<file path="config.mk">
export PLATFORM = sky130hd
export DESIGN_NAME = lvds_sel_ctrl
export DESIGN_NICKNAME = d
export VERILOG_FILES = /design/src/rtl/lvds_sel_ctrl.sv
export SDC_FILE = /design/constraint.sdc
export NUM_CORES = 1
export LEC_CHECK = 0
export ABC_AREA = 1
export CAP_MARGIN = 0
export CORE_MARGIN = 1
export CORE_UTILIZATION = 40
export CTS_CLUSTER_SIZE = 30
export DETAILED_ROUTE_END_ITERATION = 6
export PLACE_DENSITY = 0.57
export SETUP_SLACK_MARGIN = 0.4
export SYNTH_ARGS = -nofsm -noshare
export SYNTH_HDL_FRONTEND = slang
export SYNTH_SLANG_ARGS = --single-unit
export TNS_END_PERCENT = 100
</file>
<file path="constraint.sdc">
create_clock -name pix_clk_i -period 2.32 [get_ports pix_clk_i]
set_clock_uncertainty 0.1 [all_clocks]
set_input_delay 0.348 -clock pix_clk_i [delete_from_list [all_inputs] [get_ports pix_clk_i]]
set_output_delay 0.348 -clock pix_clk_i [all_outputs]
set_load 0.02 [all_outputs]
</file>
<file path="src/rtl/lvds_sel_ctrl.sv">
// ---------------------------------------------------------------------------
// lvds_sel_ctrl
//
// Frame-synchronous controller for the 2:1 LVDS video output selector.
// A requested source change is held off until the target source's next
// vsync edge, so the output mux never switches in the middle of a frame.
// Both sources are also watched for vsync activity and reported as alive
// or dead.
//
// Optional feature macro: LVDS_SEL_FAILOVER_EN
//   defined   : automatic failover to the other source when the current one
//               goes dead; arming only toward a live source.
//   undefined : no failover, failover_o tied low, arming unconditional.
//
// Ports (all logic on the rising edge of pix_clk_i):
//   pix_clk_i    in   pixel clock
//   pix_rst_n_i  in   asynchronous active-low reset
//   sel_req_i    in   requested source (level, pix_clk_i-synchronous)
//   i_lvds_vs0   in   vsync of source 0
//   i_lvds_vs1   in   vsync of source 1
//   sel_dest     out  registered selector drive to the output mux
//   sel_busy_o   out  1 while a switch is armed
//   sw_done_o    out  1-cycle pulse, same cycle sel_dest shows the new value
//   sw_tmo_o     out  1-cycle pulse when an armed switch times out
//   src_alive_o  out  bit n = 1 while source n had a vsync edge recently
//   failover_o   out  1-cycle pulse on automatic failover
//   dbg_state_o  out  current FSM state (0 = IDLE, 1 = ARM)
//
// Request protocol: sel_req_i is a level, not a valid/ready handshake. The
// controller works toward whatever value sel_req_i holds right now; a
// request is complete when sel_dest equals sel_req_i (sw_done_o marks the
// cycle this happens through a vsync-aligned switch).
// ---------------------------------------------------------------------------
module lvds_sel_ctrl #(
  parameter bit VS_POL         = 1'b1,
  parameter bit DEFAULT_SRC    = 1'b0,
  parameter int CNT_W          = 24,
  parameter int TIMEOUT_CYCLES = 5000000
) (
  input  logic       pix_clk_i,
  input  logic       pix_rst_n_i,
  input  logic       sel_req_i,
  input  logic       i_lvds_vs0,
  input  logic       i_lvds_vs1,
  output logic       sel_dest,
  output logic       sel_busy_o,
  output logic       sw_done_o,
  output logic       sw_tmo_o,
  output logic [1:0] src_alive_o,
  output logic       failover_o,
  output logic       dbg_state_o
);

  typedef enum logic {
    ST_IDLE = 1'b0,
    ST_ARM  = 1'b1
  } state_e;

  localparam logic [CNT_W-1:0] TMO_MAX  = CNT_W'(TIMEOUT_CYCLES);
  localparam logic [CNT_W-1:0] TMO_LAST = CNT_W'(TIMEOUT_CYCLES - 1);

  state_e                  state_q, state_d;
  logic                    sel_dest_q, sel_dest_d;
  logic [CNT_W-1:0]        tmo_cnt_q, tmo_cnt_d;
  logic                    done_q, done_d;
  logic                    tmo_q, tmo_d;
  logic [1:0]              vs_q;
  logic [1:0]              vs_in;
  logic [1:0]              vs_edge;
  logic [1:0][CNT_W-1:0]   live_cnt_q, live_cnt_d;
  logic [1:0]              alive_q, alive_d;
`ifdef LVDS_SEL_FAILOVER_EN
  logic                    failover_q, failover_d;
`endif

  assign vs_in = {i_lvds_vs1, i_lvds_vs0};

  // Rising into the active level; history resets to the inactive level so a
  // source already in vsync at reset release still counts as an edge.
  always_comb begin
    for (int n = 0; n < 2; n++) begin
      vs_edge[n] = (vs_in[n] == VS_POL) && (vs_q[n] != VS_POL);
    end
  end

  // Liveness counters saturate at the timeout; alive is registered from the
  // next-state count so it always agrees with the current count.
  always_comb begin
    for (int n = 0; n < 2; n++) begin
      if (vs_edge[n]) begin
        live_cnt_d[n] = '0;
      end else if (live_cnt_q[n] == TMO_MAX) begin
        live_cnt_d[n] = live_cnt_q[n];
      end else begin
        live_cnt_d[n] = live_cnt_q[n] + CNT_W'(1);
      end
      alive_d[n] = (live_cnt_d[n] < TMO_MAX);
    end
  end

  // Switch FSM. In ARM the target is sel_req_i itself, so a request that
  // changes while armed is followed live.
  always_comb begin
    state_d    = state_q;
    sel_dest_d = sel_dest_q;
    tmo_cnt_d  = tmo_cnt_q;
    done_d     = 1'b0;
    tmo_d      = 1'b0;
`ifdef LVDS_SEL_FAILOVER_EN
    failover_d = 1'b0;
`endif
    case (state_q)
      ST_IDLE: begin
        tmo_cnt_d = '0;
`ifdef LVDS_SEL_FAILOVER_EN
        // A dead current source with a live alternative is abandoned at once;
        // there is no frame worth protecting on a dead source.
        if (!alive_q[sel_dest_q] && alive_q[~sel_dest_q]) begin
          sel_dest_d = ~sel_dest_q;
          failover_d = 1'b1;
        end else if ((sel_req_i != sel_dest_q) && alive_q[sel_req_i]) begin
          state_d = ST_ARM;
        end
`else
        if (sel_req_i != sel_dest_q) begin
          state_d = ST_ARM;
        end
`endif
      end
      ST_ARM: begin
        // Priority: cancel, then vsync edge, then timeout.
        if (sel_req_i == sel_dest_q) begin
          state_d = ST_IDLE;
        end else if (vs_edge[sel_req_i]) begin
          sel_dest_d = sel_req_i;
          done_d     = 1'b1;
          state_d    = ST_IDLE;
        end else if (tmo_cnt_q == TMO_LAST) begin
          tmo_d   = 1'b1;
          state_d = ST_IDLE;
        end else begin
          tmo_cnt_d = tmo_cnt_q + CNT_W'(1);
        end
      end
      default: begin
        state_d = ST_IDLE;
      end
    endcase
  end

  always_ff @(posedge pix_clk_i or negedge pix_rst_n_i) begin
    if (!pix_rst_n_i) begin
      state_q    <= ST_IDLE;
      sel_dest_q <= DEFAULT_SRC;
      tmo_cnt_q  <= '0;
      done_q     <= 1'b0;
      tmo_q      <= 1'b0;
      vs_q       <= {2{~VS_POL}};
      live_cnt_q <= '0;
      alive_q    <= 2'b11;
`ifdef LVDS_SEL_FAILOVER_EN
      failover_q <= 1'b0;
`endif
    end else begin
      state_q    <= state_d;
      sel_dest_q <= sel_dest_d;
      tmo_cnt_q  <= tmo_cnt_d;
      done_q     <= done_d;
      tmo_q      <= tmo_d;
      vs_q       <= vs_in;
      live_cnt_q <= live_cnt_d;
      alive_q    <= alive_d;
`ifdef LVDS_SEL_FAILOVER_EN
      failover_q <= failover_d;
`endif
    end
  end

  assign sel_dest    = sel_dest_q;
  assign sel_busy_o  = (state_q == ST_ARM);
  assign sw_done_o   = done_q;
  assign sw_tmo_o    = tmo_q;
  assign src_alive_o = alive_q;
  assign dbg_state_o = state_q;
`ifdef LVDS_SEL_FAILOVER_EN
  assign failover_o  = failover_q;
`else
  assign failover_o  = 1'b0;
`endif

endmodule

</file>
* Word-level counts from Yosys, hierarchy flattened
Index checks and enable logic that the tools add are counted.
** Operators by class
- Add/sub/neg operators :: 3
- Multipliers :: 0
- Div/mod/pow operators :: 0
- $lt $le $gt $ge :: 3
- Eq/ne operators :: 8
- Shifts and indexed selects :: 0
- Muxes and demuxes :: 22
- Bitwise operators :: 4
- Reductions and logical operators :: 4
** Operator list (count)
- 2-to-1 mux 24 bit :: 7
- adder 24 x 1 -> 24 bit, second input constant :: 3
- == test 24 x 23 -> 1 bit, second input constant :: 3
- < comparator 24 x 23 -> 1 bit, second input constant :: 2
- case mux 24 bit (2 select lines) :: 1
- 2-to-1 mux 1 bit :: 13
- != test 2 bit, second input constant :: 3
- AND reduction 3 bit :: 2
- NOT 1 bit :: 4
- logical AND 1 bit :: 2
- < comparator 1 x 2 -> 1 bit, second input constant :: 1
- case mux 1 bit (2 select lines) :: 1
- == test 1 bit :: 1
- != test 1 bit :: 1
** Word-level totals
- Bits in registers :: 80
- Latch bits :: 0
- Memory bits (writable) :: 0
- Bits in read-only memories :: 0
- Input port bits :: 5
- Output and inout port bits :: 8
- Logic and storage cells :: 53
- Memories kept :: 0

* Longest topological paths before layout
Gate-level depths: netlist (run 1).
- Word-level depth :: 7
- Gate-level depth with buffers :: 14
- Depth with buffers taken out :: 14

* Worst setup path before layout (run 1)
No wires, ideal clock.
- Kind :: register to register
- From :: register live_cnt_q[24] (netlist bit)
- To :: register alive_q[1] (netlist: src_alive_o[1])
- Library setup time :: 0.068 ns
- Arrival time :: 1.581 ns
- Data required time :: 2.152 ns
- Path slack :: 0.571 ns
- Cell stages (with the launch flop) :: 12
- Buffers on the path :: 0
- Clock period less this slack :: 1.749 ns
- Cell sequence :: dfrtp_1 ha_1 nand3_2 nor2_4 nand3_2 nor2_1 nand2_1 nand3_1 nand2_2 a21oi_1 nand2_1 a21oi_2
** Between the ends
- Word-level cells in the longest chain between the ends :: 4
- Elaborated cells on any way between the ends :: 5
- Those cells by class :: add/sub: 1; order compare: 1; eq/ne: 1; mux: 2
** RTL lines
- start, declared :: RTL line 70 : logic [1:0][CNT_W-1:0] live_cnt_q, live_cnt_d;
- start signal, assigned :: RTL line 171 : live_cnt_q <= live_cnt_d;
- adder 24 x 1 -> 24 bit or == test 24 x 23 -> 1 bit (tied branches) :: RTL line 95, 92
- 2-to-1 mux 24 bit * :: RTL line 92 : end else if (live_cnt_q[n] == TMO_MAX) begin
- 2-to-1 mux 24 bit * :: RTL line 90 : if (vs_edge[n]) begin
- < comparator 24 x 23 -> 1 bit * :: RTL line 97 : alive_d[n] = (live_cnt_d[n] < TMO_MAX);
- net alive_d[1] :: RTL line 71 : logic [1:0] alive_q, alive_d;
- end signal, assigned :: RTL line 172 : alive_q <= alive_d;
- end, declared :: RTL line 71
Mark *: on every way through the listed nets, which the timed path passes. The rest lies on a longest branch.
A chain may end at the register's enable or synchronous reset.

* Worst setup path after layout (run 1)
Same ends and word-level chain as after synthesis.

==> flow_summary.yaml, run 1 <==
status:
  status: "completed"
routing:
  post-route-drc-count: 0
  first_iter_violations: 372
  firstDrtPassIters: 6
  antenna_left: 0
  vias_per_cell: 4.95
  wl_per_cell_um: 13.7
  wirelength_um: 14100
  vias: 5104
setup_path:
  cpMostUsedCell: "nand2_1"
  critPathKind: "register to register"
  worst_r2r_path_depth: 12
  reg2reg_from: "live_cnt_q[24]$_DFFE_PN0P_"
  cp_max_fo: 8
  slowest_delay_ps: 410
  r2r-end: "src_alive_o[1]$_DFF_PN1_"
  start_kind: "register"
  path_delay_family: "simple AND/OR/NAND/NOR gates"
  worst-path-buf-inv: 1
  r2r_slack_ps: 410
  end_kind: "register"
  crit_arrival_ps: 2100
  crit_chain: "ha_4 -> nand3_2 -> nor2_4 -> buf_4 -> or2_2 -> nand3_1 -> nand2_1 -> nand2_1 -> nor2_1 -> nand2_1 -> nand3_2 -> a21oi_2"
  slowest_stage: "dfrtp_2"
  critPathRequiredTime_ps: 2500
cts:
  insertion_delay_ps: 350
  cts_made_buffers: 9
  clockRootBuffer: "clkbuf_16"
  clk_pin_slew_ps: 60
  clock_sinks: 80
  cts_tree: "yes"
  ctsLongestPathBuffers: 2
  cts_max_level: 3
global_route:
  grt_first_pass_wirelength_um: 22600
  grt_max_degree: 42
  antenna_found_initial: 0
  grt_pass1_vias: 4713
  grtUsageTotal_pct: 20.4
  grt-ovfl-total: 0
final_layout:
  n_antenna_cell: 0
  nFillCells: 1304
  area_growth_pct: 21.2
  drive_above_1_share_pct: 22.1
  nets: 860
synth:
  ys_async_sr_fraction_pct: 100
  yosys.area_share.simple_pct: 44.4
  ys_ff_latch: 80
  synth_xor_area_share_pct: 3.25
  yosys-top-cells-area: "dfrtp_1, nand2_1, nor2_1"
  synthDominantCellAreaShare_pct: 36.2
  synth_compound_area_share_pct: 4.90
  syn_area_per_cell_um2: 6.81
  synth_edf_count: 0
  synth.largest_area_cell: "dfrtp_1"
  synth.most_common_cell: "nand2_1"
  synth_nets: 801
  yosys-top-cells-count: "nand2_1, nor2_1, inv_1, dfrtp_1, nand3_1"
  ys_warn_count: 0
  synth_area_mm2: 0.00539
  synth_mux_area_share_pct: 0
  synth_top_family_by_area: "simple AND/OR/NAND/NOR gates"
  synth-adder-area-share_pct: 1.16
  ys.flop_type: "dfrtp_1"
  synth_cell_type_count: 41
  syn-instance-count: 791
  seq_area_frac_synth_pct: 37.2
worst_hold_path:
  hold_class: "input port to register"
  holdPathEnd: "vs_q[1]$_DFF_PN0_"
  min_from: "i_lvds_vs1"
  holdPathStages: 1
timing:
  fmax_mhz: 522
  finalMaxSlewViolations: 0
  setup_viol: 0
  worst_pin_slew_ps: 900
  slew-limit-headroom_pct: 39.9
  finalHoldViolations: 0
  setup_ws_ps: 405
  period_minus_slack_ps: 1910
  rsz0062_at_grt: "true"
  final.setup.tns_ps: 0
  post-route-period-util_pct: 82.5
floorplanning:
  die_w_um: 118
  io_pins: 13
  die_area_mm2: 0.0139
  die_y_um: 118
  rows: 42
  core-area_mm2: 0.0132
  start_util_pct: 40.8
pwr:
  powerDensity_mw_per_mm2: 624
  peakVddDrop_uv: 415
  p_leak_nw: 3.02
job:
  cap_viol_max_count: 0
place:
  dp_slack_ps: 0.197
  globalplace.congestion: 0.900
  dp_hpwl_um: 9910
  io_buffers: 11
flip-flops by register name (all words and copies together) (netlist names):
register     cells
src_alive_o      2
sw_tmo_o         1
sel_dest         1
tmo_cnt_q       24
vs_q             2
dbg_state_o      1
live_cnt_q      48
sw_done_o        1
power breakdown:
part | switching [mW] | leakage, nW | internal [mW]
Combinational | 0.599 | 1.81 | 0.369
Clock | 0.582 | 0.150 | 0.890
Sequential | 0.142 | 1.07 | 1.49
worst max path at each step:
| stage | from | endpoint | slack (ps) | cells past startpoint |
|---|---|---|---|---|
| after global routing | live_cnt_q[0]$_DFFE_PN0P_ | src_alive_o[0]$_DFF_PN1_ | 310 | 11 |
| after CTS | live_cnt_q[24]$_DFFE_PN0P_ | src_alive_o[1]$_DFF_PN1_ | 340 | 11 |
| after global placement | i_lvds_vs0 | src_alive_o[0]$_DFF_PN1_ | 60 | 12 |
| after floorplan | live_cnt_q[24]$_DFFE_PN0P_ | src_alive_o[1]$_DFF_PN1_ | 570 | 11 |
| after detailed placement | i_lvds_vs0 | src_alive_o[0]$_DFF_PN1_ | 0.2 | 12 |
| final | live_cnt_q[24]$_DFFE_PN0P_ | src_alive_o[1]$_DFF_PN1_ | 410 | 12 |
cells in the final DEF (no fill, tap or decap), types with 3 or more instances in the layout:
cell type,Yosys,layout
buf_4,3,43
xor2_1,16,16
xnor2_1,4,4
inv_1,98,93
nor2_2,13,18
o21ai_2,9,11
dlygate4sd2_1,0,3
a21oi_1,12,11
nor3_1,4,4
nor4_2,2,3
o21ai_1,5,4
nand2_2,18,26
nand2_1,252,243
nor2_1,110,101
o21ai_0,9,8
nand3_2,4,7
clkbuf_16,0,10
nor2_4,10,17
inv_2,7,11
nand4_1,22,22
clkdlybuf4s50_1,0,6
nand3_1,71,68
dfrtp_1,78,62
clkinv_2,1,3
dfrtp_2,0,16
nor4_1,10,8
cell type report:
| class | instances | area (µm²) | area share, % |
|---|---|---|---|
| multi-input combinational | 595 | 3090 | 47.3 |
| clock inverter | 3 | 40.0 | 0.613 |
| sequential | 80 | 2020 | 31.0 |
| clock buffer | 13 | 260 | 3.99 |
| timing repair buffer | 57 | 492 | 7.53 |
| inverter | 107 | 407 | 6.23 |
| tap | 176 | 220 | 3.37 |
timing repair:
action                                  CTS  global route
setup buffers                             4            29
pin swaps                                 4            25
hold buffers                              1             0
hold endpoints to repair                 38             0
endpoints found under the setup margin   20            29
resized for setup                        15            54
gates cloned                              1             3
cell families (layout without fill, tap and decap cells):
logic type / Yosys count / count (layout)
simple gates: 524 / 527
buf+inv: 119 / 180
flops: 80 / 80
compound gates: 42 / 42
xor+xnor: 20 / 20
fa+ha+maj: 5 / 5
other cells: 1 / 1
routing by layer:
layer  global-route usage (%)  up-vias  wire (µm)
met1                     26.5     2374       6650
met4                     6.97        0        302
met2                     33.5      100       6610
met5                        0        -          0
li1                         -     2605          -
met3                     4.26       25        528
stage by stage:
stage | hold slack, ps | power (mW) | instance area [µm²] | std cells | util (%)
2_1_floorplan | -47.6 | 2.12 | 5390 | 791 | -
3_3_place_gp | 269 | 2.35 | 5730 | 977 | 43.4
3_5_place_dp | 272 | 2.36 | 5730 | 977 | 43.4
4_1_cts | 365 | 3.91 | 6110 | 999 | 46.3
5_1_grt | 376 | 4.26 | 6530 | 1031 | 49.5
6_report | 367 | 4.07 | 6530 | 1031 | 49.5
Note: power is estimated with default switching activity, not from simulation.
==> run 2: changes to the inputs <==
Clock period 2.32 ns to 1.85 ns, I/O delays scaled along.
==> flow_summary.yaml, run 2 (synthesized netlist as in run 1, its figures left out) <==
status:
  status: "complete, but fails checks"
  failed_checks: "setup timing"
routing:
  vias_per_cell: 5.02
  wirelength_um: 16000
  first_iter_violations: 329
  firstDrtPassIters: 4
  antenna_left: 0
  wl_per_cell_um: 14.4
  post-route-drc-count: 0
  vias: 5596
global_route:
  grt_pass1_vias: 5291
  antenna_found_initial: 0
  grt_max_degree: 36
  grt-ovfl-total: 0
  grt_first_pass_wirelength_um: 25300
  grtUsageTotal_pct: 22.7
job:
  cap_viol_max_count: 0
timing:
  finalMaxSlewViolations: 0
  setup_ws_ps: -33.9
  fmax_mhz: 531
  finalHoldViolations: 0
  worst_pin_slew_ps: 504
  setup_viol: 3
  period_minus_slack_ps: 1880
  slew-limit-headroom_pct: 66.4
  final.setup.tns_ps: -57.0
  post-route-period-util_pct: 102
  rsz0062_at_grt: "true"
setup_path:
  crit_arrival_ps: 2070
  r2r_slack_ps: -30
  critPathRequiredTime_ps: 2030
  start_kind: "register"
  end_kind: "register"
  cp_max_fo: 4
  critPathKind: "register to register"
place:
  dp_hpwl_um: 10700
  dp_slack_ps: -249
  globalplace.congestion: 0.890
  io_buffers: 11
  placedInstanceArea_mm2: 0.00632
  dp_cells: 1042
final_layout:
  nFillCells: 1162
  nets: 944
  largest_reg_flops: 48
  final_common_cell: "nand2_1"
  mostFrequentLayoutCells: "nand2_1, buf_4, inv_1"
  drive_above_1_share_pct: 43.7
  fin_cells: 1115
  largest-register: "live_cnt_q"
  reg_top3: "live_cnt_q (48), tmo_cnt_q (24)"
  area_growth_pct: 48.0
  n_antenna_cell: 0
  design_area_mm2: 0.00797
cts:
  cts_max_level: 3
  insertion_delay_ps: 350
  cts_tree: "yes"
  ctsLongestPathBuffers: 2
  clock_sinks: 80
  clk_pin_slew_ps: 60
  clockRootBuffer: "clkbuf_16"
  cts_made_buffers: 9
pwr:
  peakVddDrop_uv: 494
  p_leak_nw: 3.83
  p_switching_mw: 1.96
  combPwrFrac_pct: 31.7
  pwr-share-clk_pct: 34.0
  p_seq_share_pct: 34.3
  powerDensity_mw_per_mm2: 748
  swShare_pct: 32.9
  p_int_mw: 4.00
floorplanning:
  die_y_um: 118
  io_pins: 13
  die_w_um: 118
  core-area_mm2: 0.0132
  start_util_pct: 40.8
  die_area_mm2: 0.0139
  rows: 42
worst_hold_path:
  hold_class: "input port to register"
## run 2: cell count changes in the layout (fill, tap and decap cells not counted), moves of 18 or more
cell and delta:
nor2_2 +20, nand2_2 +26, nand3_1 -21, buf_4 +62
nor2_1 -33, nand2_4 +22, nand3_2 +18, nand2_1 -49
## run 2: final cells by class
cell class,count,area [µm²],share of cell area (%)
Tap cell,176,220,2.76
Clock buffer,14,274,3.44
Timing Repair Buffer,143,1270,15.9
Multi-Input combinational cell,593,3700,46.4
Inverter,107,419,5.26
Sequential cell,80,2030,25.5
Clock inverter,2,60.1,0.753
## run 2: per-stage QoR
step / power (mW) / util, % / hold slack (ps)
2_1_floorplan: 2.71 / - / -118
3_3_place_gp: 3.17 / 47.9 / 177
3_5_place_dp: 3.20 / 47.9 / 183
4_1_cts: 5.54 / 54.8 / 296
5_1_grt: 6.21 / 60.5 / 320
6_report: 5.96 / 60.5 / 309
## run 2: metal layers
layer | wire length, µm | GRT usage [%] | vias up
met4 | 224 | 7.53 | 0
met5 | 0 | 0 | -
met1 | 7050 | 30.0 | 2695
met3 | 535 | 2.42 | 14
li1 | - | - | 2769
met2 | 8230 | 38.5 | 118
## run 2: worst max-delay path: stages, from the launching register on
cell	delay (ps)
dfrtp_1	410
ha_4	190
nand3_4	100
nor2_4	210
buf_4	150
nand3_1	70
nand3_2	110
nor2_1	60
o21ai_1	160
nand3_2	120
a21oi_2	140
## run 2: worst paths after layout
path,startpoint,end,cells past startpoint
hold / removal,i_lvds_vs1,vs_q[1]$_DFF_PN0_,1
max in group asynchronous,pix_rst_n_i,live_cnt_q[24]$_DFFE_PN0P_,3
setup reg to reg,live_cnt_q[25]$_DFFE_PN0P_,src_alive_o[1]$_DFF_PN1_,10
setup / recovery,live_cnt_q[25]$_DFFE_PN0P_,src_alive_o[1]$_DFF_PN1_,10
hold reg to reg,tmo_cnt_q[19]$_DFFE_PN0P_,tmo_cnt_q[19]$_DFFE_PN0P_,2
min in group asynchronous,pix_rst_n_i,live_cnt_q[45]$_DFF_PN0_,2
## run 2: power by group through the flow
| stage | Sequential, mW | Clock [mW] | Combinational (mW) |
|---|---|---|---|
| floorplan | 2.05 | 0 | 0.653 |
| global placement | 2.06 | 0 | 1.11 |
| detailed placement | 2.07 | 0 | 1.13 |
| CTS | 2.05 | 2.07 | 1.43 |
| global route | 2.06 | 2.13 | 2.01 |
| finish | 2.05 | 2.03 | 1.89 |
## run 2: repair_timing
| action | 4_1_cts | 5_1_grt |
|---|---|---|
| gates cloned | 1 | 2 |
| hold buffers | 1 | 1 |
| pin swaps | 48 | 69 |
| resized for setup | 110 | 159 |
| hold endpoints to repair | 29 | 1 |
| setup buffers | 30 | 22 |
| endpoints found under the setup margin | 75 | 76 |
